--- src/rtl/m68k_bus_master.sv ---
// ---------------------------------------------------------------------------
// m68k_bus_master
//   Host-side master for an asynchronous MC68000-style 16-bit bus.
//   The host gives a single-word request (req/we/addr/be/fc_in/wdata).
//   The block then runs one bus cycle (ADDR -> STRB -> WAIT -> TERM) and
//   ends it with a one-cycle ack (normal end) or err (bus error) pulse.
//
//   Ports
//     clk, reset_n          clock, asynchronous active-low reset
//     req, we, addr, be,    host request; sampled only while idle
//     fc_in, wdata
//     rdata, busy, ack, err host response; rdata is valid while ack = 1
//     as_n, uds_n, lds_n,   bus strobes, direction, function code, address
//     rw, fc, a_out
//     d_out, d_oe, d_in     bus data out / output enable / data in
//     dtack_n, berr_n       asynchronous bus terminations (synchronized here)
//
//   Optional feature: define BUS_TIMEOUT_EN to bound the WAIT state.
//   After TIMEOUT_CYCLES WAIT clocks with no dtack/berr, the cycle ends
//   with err. Without the macro, WAIT lasts until the bus responds.
// ---------------------------------------------------------------------------
module m68k_bus_master #(
  parameter int TIMEOUT_CYCLES = 64
) (
  input  logic        clk,
  input  logic        reset_n,
  input  logic        req,
  input  logic        we,
  input  logic [22:0] addr,
  input  logic [1:0]  be,
  input  logic [2:0]  fc_in,
  input  logic [15:0] wdata,
  output logic [15:0] rdata,
  output logic        busy,
  output logic        ack,
  output logic        err,
  output logic        as_n,
  output logic        uds_n,
  output logic        lds_n,
  output logic        rw,
  output logic [2:0]  fc,
  output logic [22:0] a_out,
  output logic [15:0] d_out,
  output logic        d_oe,
  input  logic [15:0] d_in,
  input  logic        dtack_n,
  input  logic        berr_n
);

  if (TIMEOUT_CYCLES < 2) begin : g_timeout_range_check
    $error("TIMEOUT_CYCLES must be at least 2");
  end

  typedef enum logic [2:0] {
    ST_IDLE,
    ST_ADDR,
    ST_STRB,
    ST_WAIT,
    ST_TERM
  } state_t;

  state_t      state_q, state_d;
  logic        we_q, we_d;
  logic [1:0]  be_q, be_d;
  logic [15:0] wdata_q, wdata_d;
  logic [15:0] rdata_q, rdata_d;
  logic        busy_q, busy_d;
  logic        ack_q, ack_d;
  logic        err_q, err_d;
  logic        as_n_q, as_n_d;
  logic        uds_n_q, uds_n_d;
  logic        lds_n_q, lds_n_d;
  logic        rw_q, rw_d;
  logic [2:0]  fc_q, fc_d;
  logic [22:0] a_out_q, a_out_d;
  logic [15:0] d_out_q, d_out_d;
  logic        d_oe_q, d_oe_d;
  // Two-flop synchronizers for the asynchronous bus terminations
  logic        dtack_s1_q, dtack_s1_d, dtack_s2_q, dtack_s2_d;
  logic        berr_s1_q, berr_s1_d, berr_s2_q, berr_s2_d;

`ifdef BUS_TIMEOUT_EN
  localparam int CNT_W = $clog2(TIMEOUT_CYCLES + 1);
  localparam logic [CNT_W-1:0] CNT_LAST = CNT_W'(TIMEOUT_CYCLES - 1);
  logic [CNT_W-1:0] cnt_q, cnt_d;
`endif

  always_comb begin
    state_d    = state_q;
    we_d       = we_q;
    be_d       = be_q;
    wdata_d    = wdata_q;
    rdata_d    = rdata_q;
    busy_d     = busy_q;
    ack_d      = 1'b0;
    err_d      = 1'b0;
    as_n_d     = as_n_q;
    uds_n_d    = uds_n_q;
    lds_n_d    = lds_n_q;
    rw_d       = rw_q;
    fc_d       = fc_q;
    a_out_d    = a_out_q;
    d_out_d    = d_out_q;
    d_oe_d     = d_oe_q;
    dtack_s1_d = dtack_n;
    dtack_s2_d = dtack_s1_q;
    berr_s1_d  = berr_n;
    berr_s2_d  = berr_s1_q;
`ifdef BUS_TIMEOUT_EN
    cnt_d      = cnt_q;
`endif

    // All outputs are computed for the next state, so the registered
    // values always match the state the FSM is in.
    case (state_q)
      ST_IDLE: begin
        if (req) begin
          if (be != 2'b00) begin
            state_d = ST_ADDR;
            we_d    = we;
            be_d    = be;
            wdata_d = wdata;
            a_out_d = addr;
            fc_d    = fc_in;
            rw_d    = ~we;
            busy_d  = 1'b1;
          end else begin
            // No lane enabled: reject at once, never touch the bus
            err_d = 1'b1;
          end
        end
      end

      ST_ADDR: begin
        state_d = ST_STRB;
        as_n_d  = 1'b0;
        if (!we_q) begin
          // Reads assert data strobes together with address strobe
          uds_n_d = ~be_q[1];
          lds_n_d = ~be_q[0];
        end else begin
          d_out_d = wdata_q;
          d_oe_d  = 1'b1;
        end
`ifdef BUS_TIMEOUT_EN
        cnt_d = '0;
`endif
      end

      ST_STRB: begin
        state_d = ST_WAIT;
        if (we_q) begin
          // Writes assert data strobes one clock after address strobe,
          // once the data on the bus is stable
          uds_n_d = ~be_q[1];
          lds_n_d = ~be_q[0];
        end
      end

      ST_WAIT: begin
        // berr wins over dtack when both arrive together
        if (!berr_s2_q || !dtack_s2_q) begin
          state_d = ST_TERM;
          ack_d   = berr_s2_q;
          err_d   = ~berr_s2_q;
        end
`ifdef BUS_TIMEOUT_EN
        else if (cnt_q == CNT_LAST) begin
          state_d = ST_TERM;
          err_d   = 1'b1;
        end else begin
          cnt_d = cnt_q + 1'b1;
        end
`endif
        if (state_d == ST_TERM) begin
          as_n_d  = 1'b1;
          uds_n_d = 1'b1;
          lds_n_d = 1'b1;
          d_oe_d  = 1'b0;
          if (!we_q) begin
            rdata_d = d_in;
          end
        end
      end

      ST_TERM: begin
        state_d = ST_IDLE;
        busy_d  = 1'b0;
        rw_d    = 1'b1;
      end

      default: begin
        state_d = ST_IDLE;
        busy_d  = 1'b0;
        as_n_d  = 1'b1;
        uds_n_d = 1'b1;
        lds_n_d = 1'b1;
        d_oe_d  = 1'b0;
        rw_d    = 1'b1;
      end
    endcase
  end

  always_ff @(posedge clk or negedge reset_n) begin
    if (!reset_n) begin
      state_q    <= ST_IDLE;
      we_q       <= 1'b0;
      be_q       <= 2'b00;
      wdata_q    <= '0;
      rdata_q    <= '0;
      busy_q     <= 1'b0;
      ack_q      <= 1'b0;
      err_q      <= 1'b0;
      as_n_q     <= 1'b1;
      uds_n_q    <= 1'b1;
      lds_n_q    <= 1'b1;
      rw_q       <= 1'b1;
      fc_q       <= '0;
      a_out_q    <= '0;
      d_out_q    <= '0;
      d_oe_q     <= 1'b0;
      dtack_s1_q <= 1'b1;
      dtack_s2_q <= 1'b1;
      berr_s1_q  <= 1'b1;
      berr_s2_q  <= 1'b1;
`ifdef BUS_TIMEOUT_EN
      cnt_q      <= '0;
`endif
    end else begin
      state_q    <= state_d;
      we_q       <= we_d;
      be_q       <= be_d;
      wdata_q    <= wdata_d;
      rdata_q    <= rdata_d;
      busy_q     <= busy_d;
      ack_q      <= ack_d;
      err_q      <= err_d;
      as_n_q     <= as_n_d;
      uds_n_q    <= uds_n_d;
      lds_n_q    <= lds_n_d;
      rw_q       <= rw_d;
      fc_q       <= fc_d;
      a_out_q    <= a_out_d;
      d_out_q    <= d_out_d;
      d_oe_q     <= d_oe_d;
      dtack_s1_q <= dtack_s1_d;
      dtack_s2_q <= dtack_s2_d;
      berr_s1_q  <= berr_s1_d;
      berr_s2_q  <= berr_s2_d;
`ifdef BUS_TIMEOUT_EN
      cnt_q      <= cnt_d;
`endif
    end
  end

  assign rdata = rdata_q;
  assign busy  = busy_q;
  assign ack   = ack_q;
  assign err   = err_q;
  assign as_n  = as_n_q;
  assign uds_n = uds_n_q;
  assign lds_n = lds_n_q;
  assign rw    = rw_q;
  assign fc    = fc_q;
  assign a_out = a_out_q;
  assign d_out = d_out_q;
  assign d_oe  = d_oe_q;

endmodule

--- config.mk ---
export PLATFORM = sky130hd
export DESIGN_NAME = m68k_bus_master
export DESIGN_NICKNAME = d
export VERILOG_FILES = /design/src/rtl/m68k_bus_master.sv
export SDC_FILE = /design/constraint.sdc
export NUM_CORES = 1
export LEC_CHECK = 0
export ABC_CLOCK_PERIOD_IN_PS = 1600
export BUFFER_PORTS_ARGS = -buffer_cell sky130_fd_sc_hd__buf_2
export CAP_MARGIN = 20
export CELL_PAD_IN_SITES_DETAIL_PLACEMENT = 0
export CELL_PAD_IN_SITES_GLOBAL_PLACEMENT = 1
export CORE_ASPECT_RATIO = 1.1
export CORE_UTILIZATION = 36
export CTS_CLUSTER_SIZE = 10
export DETAILED_ROUTE_END_ITERATION = 7
export PLACE_DENSITY_LB_ADDON = 0.15
export REMOVE_ABC_BUFFERS = 1
export SYNTH_ARGS = -nofsm -noshare
export SYNTH_HDL_FRONTEND = slang
export SYNTH_SLANG_ARGS = --single-unit
--- constraint.sdc ---
create_clock -name clk -period 1.6 [get_ports clk]
set_clock_uncertainty 0.1 [all_clocks]
set_input_delay 0.24 -clock clk [delete_from_list [all_inputs] [get_ports clk]]
set_output_delay 0.24 -clock clk [all_outputs]
set_load 0.005 [all_outputs]
==> Flow_metrics.wiki, run 1 <==
{| class="wikitable"
! Metric !! Value
|-
| Leakage || 2.69 nW
|-
| Synthesized instance count || 228
|-
| Cell Chain, Critical Path || buf_6 -> nand2b_4 -> nor3b_4 -> buf_6 -> clkbuf_16 -> mux2_4
|-
| Cell taking the most area after synthesis || dfrtp_1
|-
| Area taken by multi-input logic gates || 0.00146 mm^2
|-
| EDFF count, synth || 0
|-
| Wire length of the first global-routing pass || 12200 um
|-
| RSZ-0062 raised after global routing || true
|-
| Detailed placement HPWL || 5120 um
|-
| Worst min-delay path category || input pin to flip-flop
|-
| Worst Path Max Fanout || 8
|-
| Setup CP Type || flip-flop to flip-flop
|-
| Detailed-route wire length per cell || 14.8 um
|-
| Y dimension of the die || 110 um
|-
| WP data required || 1.72 ns
|-
| Antenna Cells || 0
|-
| Number of hold violations in the final report || 0
|-
| Maximum clock path buffer count || 2
|-
| Effective utilization at floorplan || 36.8%
|-
| Total number of nets in the final design || 459
|-
| Share of cells above drive strength 1 || 67.6%
|-
| Cell Count, Final, Fillers Out || 541
|-
| Flop and latch count out of synthesis || 92
|-
| Worst-margin pin slew || 0.415 ns
|-
| Result of the run || complete, but fails checks
|-
| Core area || 0.0103 mm^2
|-
| DRC errors left || 0
|-
| Period minus WS final || 1.75 ns
|-
| Post-placement cell count || 509
|-
| Skew-Pair Late Insertion Delay || 0.33 ns
|-
| Sequential Area || 0.00231 mm^2
|-
| Number of clock sinks seen by CTS || 92
|-
| Crit path setup slack, layout || -0.149 ns
|-
| Buf/Inv on CP || 3
|-
| H-tree depth reported by CTS || 3
|-
| Remaining antenna violation count after routing || 0
|-
| Cell area after technology mapping || 0.00381 mm^2
|-
| Number of DRC violations after detailed-routing iteration 0 || 47
|-
| Crit share post-route || 109%
|-
| Pwr Density || 2010 mW/mm^2
|-
| Final count of negative-setup-slack endpoints || 75
|-
| Cell at the root of the clock tree || clkbuf_16
|-
| Delay of the slowest critical-path stage || 0.42 ns
|-
| Clock-pin slew on the worst setup and hold paths || 0.06 ns
|-
| Global router's overall resource usage || 14.8%
|-
| Growth of design area from synthesis to finish || 43.0%
|-
| Post-Syn Area per Cell || 16.7 um^2
|-
| Count of final max-slew check failures || 0
|-
| Synth warn || 0
|-
| VDD IR-drop max || 0.000826 V
|-
| Max_cap viols || 0
|-
| Area share of the leading cell type in the synthesized netlist || 55.2%
|-
| Post-detailed-routing wire length || 8020 um
|-
| Total via count in the routed design || 2440
|-
| TritonCTS clock tree || built
|-
| Number of global-route vias before repair || 2379
|-
| Commonest non-fill, non-tap cell in the layout || buf_2
|-
| Layout filler cell count || 950
|-
| Number of buffers added by the clock tree synthesis step || 9
|-
| Mean number of vias per cell || 4.51
|-
| Violated checks || negative setup slack
|-
| Site Rows || 39
|-
| Die ar. || 0.0110 mm^2
|-
| Pin count of the biggest net entering global routing || 34
|-
| Distinct cell type count of the synthesized netlist || 35
|-
| Initial antenna violation count || 0
|-
| Number of buffer cells added on primary ports || 131
|-
| Number of search-and-repair iterations in the first detailed-routing pass || 4
|-
| Async set or reset register ratio after synthesis || 100%
|-
| Final weighted congestion in routability-driven placement || 0.681
|-
| I/O pin total || 132
|-
| Critical path's slowest cell || dfrtp_1
|-
| Max Fclk || 572 MHz
|-
| Top area cells in the synthesized netlist || dfrtp_1 55%, mux2_4 16%, mux2_2 11%, dfstp_2 5.5%, buf_12 2.1%
|-
| Chip Width || 100 um
|-
| Max-slew headroom at the worst pin || 72.3%
|-
| Capturing element type of the critical path || flip-flop
|-
| CP top delay family || buffers and inverters
|-
| Crit path arrival time || 1.87 ns
|-
| Pre-CTS setup slack || -0.189 ns
|-
| Most frequent cells in the layout || 130 x buf_2, 83 x dfrtp_1, 71 x mux2_4
|-
| Main flop type after synthesis || dfrtp_1
|-
| Seq/Total Area, Yosys || 60.7%
|-
| Congestion Overflow GR || 0
|-
| Most used cell, CP || buf_6
|-
| Kind of start point of the critical path || flip-flop
|}
-- report_power, final --
group	leakage (nW)	internal [mW]	switching (mW)
Clock	0.169	1.49	0.845
Combinational	1.43	2.96	1.50
Sequential	1.09	3.49	0.648
-- stage by stage --
step	total power, mW	hold slack [ns]	util [%]	setup TNS (ns)	area, um^2
after detailed placement	7.89	0.102	45.5	-8.77	4710
final	10.9	0.0315	52.6	-7.87	5440
after floorplan	6.33	-0.156	-	-69.76	3670
after global routing	11.7	0.0215	52.6	-12.25	5440
after global placement	7.83	0.0984	45.5	-6.24	4710
after CTS	10.6	0.0189	50.9	-7.24	5270
-- flip-flops by register name (all words and copies together), names as in the netlist, 2 cells and up --
signal   cells
wdata_q     16
state_q      3
rdata       16
a_out       23
be_q         2
d_out       16
fc           3
-- timing repair --
action	in CTS	in global routing
gates resized for setup	17	32
setup endpoints to repair	75	76
gates cloned	4	2
pin swaps	1	2
setup buffers	4	5
hold endpoints to repair	26	0
hold buffers	3	0
-- cells by family (layout without fill, tap and decap cells) --
kind of cell | Yosys count | count (layout) | share of synthesized area [%]
DFF | 92 | 92 | 60.7
muxes | 76 | 76 | 26.4
and+or+nand+nor | 23 | 23 | 4.47
AOI/OAI and AO/OA | 22 | 22 | 4.37
buffers and inverters | 15 | 185 | 4.01
-- worst register-to-register path, cell delays in order, from the launching register on --
cell and delay, ns:
dfrtp_1 0.42, buf_6 0.13, nand2b_4 0.16, nor3b_4 0.19, buf_6 0.16, clkbuf_16 0.17
mux2_4 0.30
-- layout make-up --
| cell class | count | share of cell area, % |
|---|---|---|
| clock buffers | 12 | 4.90 |
| clock inverters | 4 | 1.29 |
| inverters | 4 | 0.276 |
| multi-input cells | 121 | 26.8 |
| flip-flops and latches | 92 | 42.5 |
| well taps | 143 | 3.29 |
| repair buffers | 165 | 20.9 |
-- synth_stat cells (2+ instances only) --
cell and n:
nor3_1 2, mux2_2 36, clkbuf_1 2, a21oi_1 4, a21o_1 2, nand3b_1 2, buf_12 4, dfrtp_1 84
nor2_1 5, a32o_1 2, a22o_1 2, buf_6 4, inv_1 4, a21boi_0 2, mux2_4 40, o22ai_1 2
a222oi_1 2, dfstp_2 8, nand2_1 5
-- path summary, 6_finish.rpt --
check                             to  slack (ns)  cells after the start       start
max                         d_out[4]       -0.15                      6  state_q[2]
min                         a_out[0]        0.03                      2     addr[0]
max reg2reg                 d_out[4]       -0.15                      6  state_q[2]
min reg2reg                berr_s2_q        0.26                      0   berr_s1_q
max in group asynchronous  berr_s1_q        0.54                      3     reset_n
min in group asynchronous    be_q[0]        0.29                      2     reset_n
-- metal layers --
layer  up-vias  track usage (%)  routed length (um)
met1      1193             19.8                3720
met4         0             8.28                 170
met5         -                0                   0
met2        92             21.9                3580
li1       1142                -                   -
met3        13             4.07                 559
Note: power is estimated with default switching activity, not from simulation.
==> run 2, diff against run 1 <==
- SETUP_SLACK_MARGIN: unset -> 0.4
==> run 2 against run 1 <==
- the run still ends with negative setup slack left
- clock power barely moved
- critical path depth did not move
- setup slack got worse by 0.0028 ns
- utilization rose by 1.8 points
- die area did not move
- sequential share of layout area fell by 1.4 points
- hold slack got worse by 0.00094 ns
- wire length rose by 2.7%
- combinational power rose by 9.9%
- via count rose by 3.0%
- cell count rose by 4.4%
- largest power group unchanged
==> Flow_metrics.wiki, run 2 (synthesized netlist as in run 1, its figures left out) <==
{| class="wikitable"
! Metric !! Value
|-
| Result of the run || complete, but fails checks
|-
| Violated checks || negative setup slack
|-
| Capturing element type of the critical path || flip-flop
|-
| Site Rows || 39
|-
| Kind of start point of the critical path || flip-flop
|-
| Number of DRC violations after detailed-routing iteration 0 || 55
|-
| H-tree depth reported by CTS || 3
|-
| Mean number of vias per cell || 4.45
|-
| VDD IR-drop max || 0.000852 V
|-
| Detailed-route wire length per cell || 14.6 um
|-
| Max Fclk || 571 MHz
|-
| Setup CP Type || flip-flop to flip-flop
|-
| Slack of the worst reg-to-reg path || -0.15 ns
|-
| Number of buffer cells added on primary ports || 131
|-
| Post-detailed-routing wire length || 8240 um
|-
| Wire length of the first global-routing pass || 12500 um
|-
| Detailed placement HPWL || 5120 um
|-
| Core area || 0.0103 mm^2
|-
| Die ar. || 0.0110 mm^2
|-
| Metal-1 WL || 3630 um
|-
| Hold Crit Start || addr[0]
|-
| Met2 routed wirelength || 3840 um
|-
| Final hold slack || 0.0306 ns
|-
| Count of final max-slew check failures || 0
|-
| TritonCTS clock tree || built
|-
| Commonest non-fill, non-tap cell in the layout || buf_2
|-
| Number of clock sinks seen by CTS || 92
|-
| Growth of design area from synthesis to finish || 47.8%
|-
| Startpoint of the most critical setup path || state_q[2]
|-
| Pre-CTS setup slack || -0.189 ns
|-
| Y dimension of the die || 110 um
|-
| Crit path setup slack, layout || -0.152 ns
|-
| Routed wl met3 || 594 um
|-
| Skew-Pair Late Insertion Delay || 0.33 ns
|-
| Setup_tns || -7.44 ns
|-
| Max_cap viols || 0
|-
| Number of global-route vias before repair || 2444
|-
| Worst min-delay path category || input pin to flip-flop
|-
| Final weighted congestion in routability-driven placement || 0.681
|-
| Cell Count, Final, Fillers Out || 565
|-
| Count of cells along the worst hold path || 2
|-
| Worst Path Max Fanout || 8
|-
| Pwr Density || 2020 mW/mm^2
|-
| Final design utilization || 54.4%
|-
| I/O pin total || 132
|-
| Final count of negative-setup-slack endpoints || 76
|-
| Leakage || 2.77 nW
|-
| Chip Width || 100 um
|-
| Total via count in the routed design || 2514
|-
| Pin count of the biggest net entering global routing || 34
|-
| Initial antenna violation count || 0
|-
| Worst reg2reg endpoint || d_out[14]
|-
| Maximum clock path buffer count || 2
|-
| Clock-pin slew on the worst setup and hold paths || 0.06 ns
|-
| Crit share post-route || 110%
|-
| Number of hold violations in the final report || 0
|-
| Worst R2R Start || state_q[2]
|-
| Period minus WS final || 1.75 ns
|-
| FF-to-FF path depth || 6
|-
| DR top layer || met4
|-
| Number of search-and-repair iterations in the first detailed-routing pass || 4
|-
| DRC errors left || 0
|-
| Global router's overall resource usage || 15.0%
|-
| Flip-flop count of the largest register after layout || 23
|-
| End point of the worst hold path || a_out[0]
|-
| Total number of nets in the final design || 483
|-
| Congestion Overflow GR || 0
|-
| Remaining antenna violation count after routing || 0
|-
| Layout filler cell count || 943
|-
| Effective utilization at floorplan || 36.8%
|-
| Number of buffers added by the clock tree synthesis step || 9
|-
| Antenna Cells || 0
|-
| Worst-margin pin slew || 0.402 ns
|-
| Most frequent cells in the layout || 128 x buf_2, 83 x dfrtp_1, 53 x mux2_4
|-
| Crit path arrival time || 1.87 ns
|-
| WP data required || 1.72 ns
|-
| RSZ-0062 raised after global routing || true
|-
| Cell at the root of the clock tree || clkbuf_16
|-
| Max-slew headroom at the worst pin || 73.2%
|-
| Post-placement cell count || 509
|-
| Share of cells above drive strength 1 || 72.5%
|}
## run 2: per-layer routing
layer  vias up  global-route usage [%]
met3        13                    4.07
met2       100                    22.8
li1       1186                       -
met1      1215                    19.6
met4         0                    8.28
met5         -                       0
## run 2: final cells by class
class | count | area (um^2) | share of cell area (%)
Clock buffer | 12 | 267 | 4.74
Clock inverter | 4 | 70.1 | 1.25
Inverter | 4 | 15.0 | 0.267
Multi-Input combinational cell | 121 | 1460 | 25.9
Sequential cell | 92 | 2310 | 41.1
Tap cell | 143 | 179 | 3.18
Timing Repair Buffer | 189 | 1330 | 23.5
## run 2: what timing repair did
| action | 4_1_cts | 5_1_grt |
|---|---|---|
| setup buffers | 15 | 18 |
| cloned | 2 | 2 |
| hold endpoints to repair | 26 | 0 |
| hold buffers | 3 | 0 |
| pin swaps | 10 | 3 |
| resized for setup | 35 | 14 |
| endpoints found under the setup margin | 101 | 141 |
## run 2: critical path, cell delays in order (launching register included)
cell and delay [ns]:
dfrtp_1 0.42, buf_6 0.13, nand2b_4 0.16, nor3b_4 0.22, buf_12 0.15, clkbuf_16 0.16, mux2_4 0.30
## run 2: report_power, final
group / switching (mW) / leakage (nW) / internal [mW] / total (mW)
Sequential: 0.630 / 1.09 / 3.49 / 4.12
Combinational: 1.64 / 1.51 / 3.26 / 4.90
Clock: 0.854 / 0.169 / 1.49 / 2.35
Total: 3.13 / 2.77 / 8.24 / 11.4
## run 2: worst max-delay path by stage
stage                     slack, ns          end  cells after the start
final                         -0.15    d_out[14]                      6
after global placement        -0.13  wdata_q[15]                      4
after CTS                     -0.13   wdata_q[2]                      5
after floorplan               -1.46     a_out[6]                      3
after detailed placement      -0.19    a_out[10]                      4
after global routing          -0.22   wdata_q[7]                      5
## run 2: through the flow
| stage | power [mW] | instance area (um^2) |
|---|---|---|
| after floorplan | 6.33 | 3670 |
| after global placement | 7.83 | 4710 |
| after detailed placement | 7.89 | 4710 |
| after CTS | 10.9 | 5370 |
| after global routing | 12.1 | 5630 |
| final | 11.4 | 5630 |
